### src/rtl/dmem_pkg.sv
// Shared encodings for the data-memory path: access sizes (also used by the core LSU),
// the arbiter FSM states, and the alignment helper.
package dmem_pkg;

    typedef enum logic [1:0] {
        SZ_B = 2'b00,
        SZ_H = 2'b01,
        SZ_W = 2'b10,
        SZ_X = 2'b11
    } size_e;

    typedef enum logic [1:0] {
        ST_IDLE   = 2'b00,
        ST_ACCESS = 2'b01,
        ST_RESP   = 2'b10
    } state_e;

    function automatic logic misaligned(input size_e size, input logic [1:0] off);
        return (size == SZ_X) ||
               ((size == SZ_H) && off[0]) ||
               ((size == SZ_W) && (off != 2'b00));
    endfunction

endpackage

### src/rtl/dmem_lane_align.sv
// Byte-lane steering for 32-bit memory words: load extract/extend and sub-word store merge.
// Purely combinational so the core's load path can reuse it.
module dmem_lane_align
    import dmem_pkg::*;
(
    input  logic [1:0]  off,
    input  size_e       size,
    input  logic        is_unsigned,
    input  logic [31:0] rd_word,
    input  logic [31:0] wdata,
    output logic [31:0] load_data,
    output logic [31:0] store_word
);

    logic [7:0]  byte_v;
    logic [15:0] half_v;

    always_comb begin
        byte_v     = rd_word[{off, 3'b000} +: 8];
        half_v     = rd_word[{off[1], 4'b0000} +: 16];
        load_data  = rd_word;
        store_word = wdata;
        case (size)
            SZ_B: begin
                load_data  = {{24{~is_unsigned & byte_v[7]}}, byte_v};
                store_word = rd_word;
                store_word[{off, 3'b000} +: 8] = wdata[7:0];
            end
            SZ_H: begin
                load_data  = {{16{~is_unsigned & half_v[15]}}, half_v};
                store_word = rd_word;
                store_word[{off[1], 4'b0000} +: 16] = wdata[15:0];
            end
            default: ;
        endcase
    end

endmodule

### src/rtl/dmem_arbiter.sv
// Two-port round-robin arbiter in front of the single-port data memory; sub-word stores
// are a single-cycle read-modify-write through the combinational read port.
//   state     | meaning
//   ST_IDLE   | ready offered to the round-robin winner
//   ST_ACCESS | memory addressed, write or load capture
//   ST_RESP   | one-cycle response pulse to the owner
module dmem_arbiter
    import dmem_pkg::*;
#(
    parameter int ADDR_W = 5
) (
    input  logic              CLK,
    input  logic              RST,
    input  logic [1:0]        req_valid,
    output logic [1:0]        req_ready,
    input  logic [1:0]        req_we,
    input  logic [3:0]        req_size,
    input  logic [1:0]        req_unsigned,
    input  logic [63:0]       req_addr,
    input  logic [63:0]       req_wdata,
    output logic [1:0]        resp_valid,
    output logic [31:0]       resp_rdata,
    output logic              resp_err,
    output logic              mem_we,
    output logic [ADDR_W-1:0] mem_addr,
    output logic [31:0]       mem_wd,
    input  logic [31:0]       mem_rd
);

    state_e      state_q, state_d;
    logic        last_grant_q, last_grant_d;
    logic        owner_q, owner_d;
    logic        we_q, we_d;
    logic        uns_q, uns_d;
    logic        err_q, err_d;
    size_e       size_q, size_d;
    logic [31:0] addr_q, addr_d;
    logic [31:0] wdata_q, wdata_d;
    logic [31:0] rdata_q, rdata_d;

    logic        grant;
    logic        accept;
    logic        acc_err;
    logic [31:0] load_data;
    logic [31:0] store_word;

    // On a tie the port not served last wins.
    always_comb begin
        grant   = (req_valid == 2'b11) ? ~last_grant_q : req_valid[1];
        accept  = (state_q == ST_IDLE) && (req_valid != 2'b00);
        acc_err = misaligned(size_q, addr_q[1:0]) || (addr_q[31:ADDR_W+2] != '0);
    end

    always_ff @(posedge CLK) begin
        if (RST) state_q <= ST_IDLE;
        else     state_q <= state_d;
    end

    always_comb begin
        state_d = state_q;
        case (state_q)
            ST_IDLE:   if (accept) state_d = ST_ACCESS;
            ST_ACCESS: state_d = ST_RESP;
            default:   state_d = ST_IDLE;
        endcase
    end

    dmem_lane_align u_lane_align (
        .off         (addr_q[1:0]),
        .size        (size_q),
        .is_unsigned (uns_q),
        .rd_word     (mem_rd),
        .wdata       (wdata_q),
        .load_data   (load_data),
        .store_word  (store_word)
    );

    always_comb begin
        last_grant_d = last_grant_q;
        owner_d      = owner_q;
        we_d         = we_q;
        size_d       = size_q;
        uns_d        = uns_q;
        addr_d       = addr_q;
        wdata_d      = wdata_q;
        rdata_d      = rdata_q;
        err_d        = err_q;
        if (accept) begin
            last_grant_d = grant;
            owner_d      = grant;
            we_d         = req_we[grant];
            size_d       = size_e'(req_size[{grant, 1'b0} +: 2]);
            uns_d        = req_unsigned[grant];
            addr_d       = req_addr[{grant, 5'b00000} +: 32];
            wdata_d      = req_wdata[{grant, 5'b00000} +: 32];
        end
        if (state_q == ST_ACCESS) begin
            err_d   = acc_err;
            rdata_d = (acc_err || we_q) ? '0 : load_data;
        end
    end

    always_ff @(posedge CLK) begin
        if (RST) begin
            last_grant_q <= 1'b1;
            owner_q      <= 1'b0;
            we_q         <= 1'b0;
            size_q       <= SZ_B;
            uns_q        <= 1'b0;
            addr_q       <= '0;
            wdata_q      <= '0;
            rdata_q      <= '0;
            err_q        <= 1'b0;
        end else begin
            last_grant_q <= last_grant_d;
            owner_q      <= owner_d;
            we_q         <= we_d;
            size_q       <= size_d;
            uns_q        <= uns_d;
            addr_q       <= addr_d;
            wdata_q      <= wdata_d;
            rdata_q      <= rdata_d;
            err_q        <= err_d;
        end
    end

    // Everything is gated by RST so a reset in ACCESS cannot write and a reset in RESP drops the pulse.
    always_comb begin
        req_ready  = 2'b00;
        resp_valid = 2'b00;
        resp_rdata = '0;
        resp_err   = 1'b0;
        mem_we     = 1'b0;
        mem_addr   = '0;
        mem_wd     = '0;
        if (!RST) begin
            case (state_q)
                ST_IDLE: begin
                    if (accept) req_ready = grant ? 2'b10 : 2'b01;
                end
                ST_ACCESS: begin
                    mem_addr = addr_q[ADDR_W+1:2];
                    if (we_q && !acc_err) begin
                        mem_we = 1'b1;
                        mem_wd = store_word;
                    end
                end
                ST_RESP: begin
                    resp_valid = owner_q ? 2'b10 : 2'b01;
                    resp_rdata = rdata_q;
                    resp_err   = err_q;
                end
                default: ;
            endcase
        end
    end

endmodule

### config.mk
export PLATFORM = sky130hd
export DESIGN_NAME = dmem_arbiter
export DESIGN_NICKNAME = d
export VERILOG_FILES = /design/src/rtl/dmem_pkg.sv /design/src/rtl/dmem_lane_align.sv /design/src/rtl/dmem_arbiter.sv
export SDC_FILE = /design/constraint.sdc
export NUM_CORES = 1
export LEC_CHECK = 0
export CAP_MARGIN = 20
export CORE_AREA = 5 5 118 120
export DETAILED_ROUTE_END_ITERATION = 8
export DIE_AREA = 0 0 123 125
export GPL_ROUTABILITY_DRIVEN = 0
export PLACE_DENSITY = 0.82
export SLEW_MARGIN = 20
export SYNTH_ARGS = -nofsm -noshare
export SYNTH_HDL_FRONTEND = slang
export SYNTH_SLANG_ARGS = --single-unit
### constraint.sdc
create_clock -name CLK -period 6.7 [get_ports CLK]
set_clock_uncertainty 0.15 [all_clocks]
set_input_delay 1.34 -clock CLK [delete_from_list [all_inputs] [get_ports CLK]]
set_output_delay 1.34 -clock CLK [all_outputs]
set_load 0.02 [all_outputs]
# Word level (Yosys, flattened, before mapping)
# Cells that the tools add are included.
word_totals:
  ff_bits: 105
  inputBits: 172
  out_inout_bits: 75
  elab_cells: 78
classes:
  add_sub_neg: 2
  magnitude_cmp: 1
  n_eq_ne: 7
  n_shift: 9
  muxes: 31
  bitwise: 4
  n_reduce_logical: 14
op_table:
  columns: ["cell", "n"]
  rows:
  - ["2-to-1 mux 32 bit", 6]
  - ["case mux 32 bit (2 select lines)", 2]
  - ["indexed part select 64 x 7 -> 32 bit", 2]
  - ["bitwise mux 32 bit", 2]
  - ["variable shift 16 x 7 -> 32 bit, first input constant", 1]
  - ["variable shift 8 x 7 -> 32 bit, first input constant", 1]
  - ["indexed part select 16 x 7 -> 32 bit", 1]
  - ["indexed part select 32 x 6 -> 16 bit", 1]
  - ["indexed part select 32 x 6 -> 8 bit", 1]
  - ["indexed part select 8 x 7 -> 32 bit", 1]
  - ["nonzero test 25 bit", 1]
  - ["2-to-1 mux 2 bit", 8]
  - ["negation 5 -> 7 bit", 2]
  - ["2-to-1 mux 1 bit", 10]
  - ["2-to-1 mux 5 bit", 2]
  - ["== test 2 bit, second input constant", 4]
  - ["== test 2 x 1 -> 1 bit, second input constant", 2]
  - ["logical AND 1 bit", 4]
  - ["zero test 2 bit", 2]
  - ["logical OR 1 bit", 4]
  - ["case mux 2 bit (2 select lines)", 1]
  - ["nonzero test 2 bit", 2]
  - ["indexed part select 4 x 3 -> 2 bit", 1]
  - ["bitwise AND 1 bit", 2]
  - ["other kinds (4)", 5]

# Longest topological paths before layout
depth:
  depth_word: 10
  depth_mapped: 10
  mapped_depth_nobuf: 6

# By module
# Synthesis repeated with hierarchy kept, for this count alone.
hier_totals:
  cells_unflattened: 750
  hier_area_um2: 6456.2
modules_own_cells:
  columns: ["mod", "n_inst", "cells_per_inst", "area_per_inst_um2", "seq_area_each_um2"]
  rows:
  - ["dmem_arbiter", 1, 494, 4480.5, 2102.0]
  - ["dmem_lane_align", 1, 256, 1975.6, 0.0]

# Worst setup path before layout
# OpenSTA, ideal clock, no wires.
synth_path:
  path_type: "flip-flop to output port"
  from: "register addr_q[1]"
  to: "output mem_wd[24]"
  arrival_time_ps: 2410
  required_time_ps: 5210
  path_slack_ps: 2800
  path_stages_with_launch: 11
  path_buffers: 4
  cell_sequence: "dfxtp_1 -> buf_6 -> buf_4 -> buf_4 -> inv_1 -> ha_1 -> nor4bb_1 -> buf_2 -> a221oi_1 -> a211o_1 -> a21oi_1"
synth_between:
  elab_chain_len: 9
  elab_cells_between_ends: 18
  cone_classes: "add/sub (2); shift (4); mux (6); reduce/logical (6)"
synth_rtl:
  columns: ["item", "line_no", "text"]
  rows:
  - ["from (decl)", "dmem_arbiter.sv:37", "logic [31:0] addr_q, addr_d;"]
  - ["from (signal assigned)", "dmem_arbiter.sv:120", "addr_q <= addr_d;"]
  - ["branches (longest 6 deep; another with negation 5 -> 7 bit)", null, null]
  - ["2-to-1 mux 32 bit (*)", "dmem_arbiter.sv:143", "if (we_q && !acc_err) begin"]
  - ["2-to-1 mux 32 bit (*)", "dmem_arbiter.sv:137", "case (state_q)"]
  - ["2-to-1 mux 32 bit (*)", "dmem_arbiter.sv:136", "if (!RST) begin"]
  - ["to (decl)", "dmem_arbiter.sv:26", "output logic [31:0] mem_wd,"]
# Mark *: on every way between the ends.

# Final worst setup path
layout_path:
  from: "input req_valid[1]"
  to: "output req_ready[1]"
layout_between:
  elab_chain_len: 6
  elab_cells_between_ends: 8
  cone_classes: "eq/ne (1); mux (5); reduce/logical (2)"
layout_rtl:
  columns: ["item", "line_no", "text"]
  rows:
  - ["from (decl)", "dmem_arbiter.sv:14", "input logic [1:0] req_valid,"]
  - ["== test 2 bit", "dmem_arbiter.sv:49", "grant = (req_valid == 2'b11) ? ~last_grant_q : req_valid[1];"]
  - ["2-to-1 mux 1 bit", "dmem_arbiter.sv:49", null]
  - ["2-to-1 mux 2 bit", "dmem_arbiter.sv:139", "if (accept) req_ready = grant ? 2'b10 : 2'b01;"]
  - ["2-to-1 mux 2 bit (*)", "dmem_arbiter.sv:139", null]
  - ["2-to-1 mux 2 bit (*)", "dmem_arbiter.sv:137", null]
  - ["2-to-1 mux 2 bit (*)", "dmem_arbiter.sv:136", null]
  - ["to (decl)", "dmem_arbiter.sv:15", "output logic [1:0] req_ready,"]
# Mark *: on every way between the ends. The rest lies on a longest branch, timed or not.

==> summary.md <==
The run finished with clean final reports. The worst setup path is launched from an input port. Of all nets on the critical path, the largest fanout is 13. The number of antenna violations at the first check in global routing is 0. Setup total negative slack on the finished layout was measured at 0 ns.

The post-layout minimum cycle time is 4.998 ns. By startpoint and endpoint, the worst setup path is classified as in -> out. The tools report the buffer cell driving the clock tree root as clkbuf_16.

The Yosys step of the flow raised 0 warnings. The count of standard-cell rows is 42, and the post-CTS repair timing setup buffer count is 0. The first routing iteration left 861 violations. The number of search-and-repair iterations in the first detailed-routing pass is 9. The analysis attributes to cell leakage a power of 3.069 nW.

Synthesis produced 646 cells. The logs give 27.46% for the aggregate global-route resource usage and 32.2% for the part of the total power dissipated in the clock network. STA classifies the critical path endpoint as an output pin. The final routed wire length divided by cell count works out to 21.20 um. The detailed-route vias per instance is 6.265, and the count of boundary I/O pins is 247. The most frequently used flop master after synthesis was dfxtp_1.

In this run switching power makes up 30.62% of total power. The worst min-delay path endpoint is rdata_q[17]. For this run, the top clock speed supported by timing is 0.2001 GHz. The number of enable-type register cells in the synthesized netlist was 0; the count of input and output buffers was 246. The number of clock buffers added by TritonCTS is 9.

In this run the vertical extent of the chip is 125 um. In this run the most critical hold path is launched from rdata_q[17]. For the switching component of the power, the log shows 0.5311 mW. The logs give 0.0001291 V for the maximum ir drop on the vdd rail and 21810 um for the wire length after detailed routing. The worst hold path was traced through 2 stages.

The detail route stage leaves a number of antenna-violating nets equal to 0. Cell internal power was estimated by the tool at 1.204 mW. Of the post-synthesis cell area, the dominant cell type holds 36.18%.

CTS built an H-tree with a depth of 3. The logs give 1.702 ns for the setup slack after layout and 823 for the post-synthesis net count. The worst hold path belongs to the class reg -> reg.

The average cell area after synthesis came out at 8.993 sq um. The sequential-to-total area share from yosys stat came out at 36.18%. The signal on the critical path passes through clkdlybuf4s50_1, inv_1, a2111oi_4, and2b_1, clkdlybuf4s50_1.

The logs give 6390 for the number of global-route vias before repair and 0 for the antenna diode instance count. Registers are responsible for 40.8% of the overall power. Setup repair after global routing left no endpoint under its margin. Cells fill 66.56% of the core in the end.

The tree built by TritonCTS fans out to 105 sinks. The post-place setup slack is 1.723 ns, and the layout-stage area growth over the synthesis result is 47.51%. The run gives 5.21 ns as the required time reported for the critical path endpoint. The library cell occupying the most area in the post-synthesis netlist is dfxtp_1.

The run gives 0 as the count of final max-slew check failures. In the layout the commonest cells are 245 x clkdlybuf4s50_1, 105 x dfxtp_1, 81 x nor2_1. The HPWL after detailed placement is 16430 um. Post-layout net count: 1025. The mapped netlist covers 5809 sq um.

For the worst flop-to-flop path, the logic depth is 5. Clock-pin slew was measured on the worst setup and hold paths at 0.07 ns. Synthesis inferred 105 register bits. The run gives 6447 as the overall via count from detail_route. Yosys attributes the largest share of cell area to dfxtp_1 36%, a222oi_1 11%, nor2_1 5.3%, and2_1 4.2%, a221oi_1 4.1%.

For the die outline area, the log shows 15380 sq um. After floorplanning, the core was sized to cover 12870 sq um. Entering global routing, the biggest net connects 78 pins. The first global-routing pass estimated 33630 um of wire. The fraction of the cycle the final worst path needs is 74.60%, and the leftover overflow at the end of global routing is 0. The highest-delay cell along the critical path is clkdlybuf4s50_1.

Synthesis instantiated 57 different standard cells from the library. The number of hold violations in the final report came out at 0. For the pin with the worst max-slew slack, the measured transition is 0.9702 ns. The filler cell count in the final layout was 1067; the total buffers and inverters traversed by the critical path was 3. In this run the critical register-to-register path is launched from size_q[0]. Among the stages of the critical path, the cell type that occurs most often is clkdlybuf4s50_1. TritonCTS built the clock tree. The logs give 0 for the count of maximum capacitance violations and 0 for the number of hold buffers added after CTS. The destination of the worst register-to-register timing path was rdata_q[10]. The initial cell density of the core is 45.12%. The clock passes through at most 2 buffers. Among cell families on the critical path, the largest total delay comes from buffers and inverters. The die extent in x works out to 123 um.

Fraction of layout instances using a drive strength above 1: 7.620%. The library cell used most frequently in the layout, excluding fill and tap cells, is clkdlybuf4s50_1. Setup violations remaining at the end of the flow were counted as 0.

The async set or reset register ratio after synthesis was 0%. The post-cts sizing count was 0; the residual DRC count was 0. The worst pin sits at a relative slew slack of 35.08%. The clock reaches the later pin of the worst-skew pair after 0.35 ns.

Of the total power, combinational logic draws 27.0%. For this run, the slowest stage of the critical path takes 0.70 ns. Data arrives at the worst endpoint at 3.51 ns.

For the register-to-register setup slack, the log shows 4.18 ns. Dividing total power by cell area gives a power density of 202.4 nW/um^2.
[per-stage QoR]
stage	total power, mW	cells	hold WS [ns]	instance area (sq um)
2_1_floorplan	0.9938	646	0.2667	5809
3_3_place_gp	1.166	1013	0.2798	8247
3_5_place_dp	1.181	1013	0.2859	8247
4_1_cts	1.728	1029	0.2979	8558
5_1_grt	1.802	1029	0.3210	8569
6_report	1.735	1029	0.2981	8569
[kinds of logic (layout without fill, tap and decap cells)]
family | count (synthesis) | after routing | synth area share, %
muxes | 21 | 21 | 5.449
DFF | 105 | 105 | 36.18
AOI/OAI and AO/OA | 223 | 223 | 30.73
buffers and inverters | 73 | 280 | 6.267
adders and majority gates | 5 | 5 | 1.077
and+or+nand+nor | 219 | 219 | 20.29
[how the worst max path moves through the flow]
stage | end | slack [ns] | cells past startpoint | from
6_report | req_ready[1] | 1.70 | 5 | req_valid[1]
5_1_grt | req_ready[1] | 1.63 | 5 | req_valid[1]
4_1_cts | mem_wd[24] | 1.65 | 7 | addr_q[1]
3_5_place_dp | req_ready[1] | 1.72 | 5 | req_valid[1]
3_3_place_gp | req_ready[1] | 1.80 | 5 | req_valid[1]
2_1_floorplan | mem_wd[24] | 2.80 | 10 | addr_q[1]
[cell type report]
class                           instances  area (sq um)  area share [%]
Sequential cell                       105          2102           24.53
Timing Repair Buffer                  256          2532           29.55
Clock inverter                          6         72.57          0.8468
Clock buffer                           10         239.0           2.789
Inverter                                8         30.03          0.3504
Tap cell                              176         220.2           2.570
Multi-Input combinational cell        468          3373           39.36
[cell usage after synthesis, drive strengths merged, types with 2 or more instances]
library cell,number
nor3,18
nor2b,6
a221o,13
or2,2
a22o,8
a211oi,2
and2,39
a21oi,11
nand2,43
nor4,5
inv,7
buf,32
nor2,82
a222oi,64
clkbuf,33
and2b,2
a221oi,27
mux2,2
mux2i,11
o22ai,15
dfxtp,105
nor3b,13
o22a,7
o21ai,54
mux4,8
a211o,9
o2bb2ai,4
ha,5
[metal layers]
layer	track usage [%]	wire (um)
met2	43.04	10080
met1	35.28	8250
met4	14.33	960
met5	0	0
met3	6.007	2523
[worst min-delay path, stage by stage (launching register included)]
cell and delay, ns:
dfxtp_1 0.31, nand2_1 0.05, o21ai_1 0.05
[registers in the layout, summed over array words and instances (netlist names), 2 cells and up]
register / count
rdata_q: 32
addr_q: 32
state_q: 2
wdata_q: 32
size_q: 2
[power by group through the flow]
stage / sequential [mW] / combinational [mW] / clock (mW)
finish: 0.708 / 0.469 / 0.558
global route: 0.712 / 0.505 / 0.586
CTS: 0.706 / 0.462 / 0.559
detailed placement: 0.721 / 0.460 / 0
global placement: 0.719 / 0.447 / 0
floorplan: 0.703 / 0.291 / 0
Power figures use the tool's default switching activity.
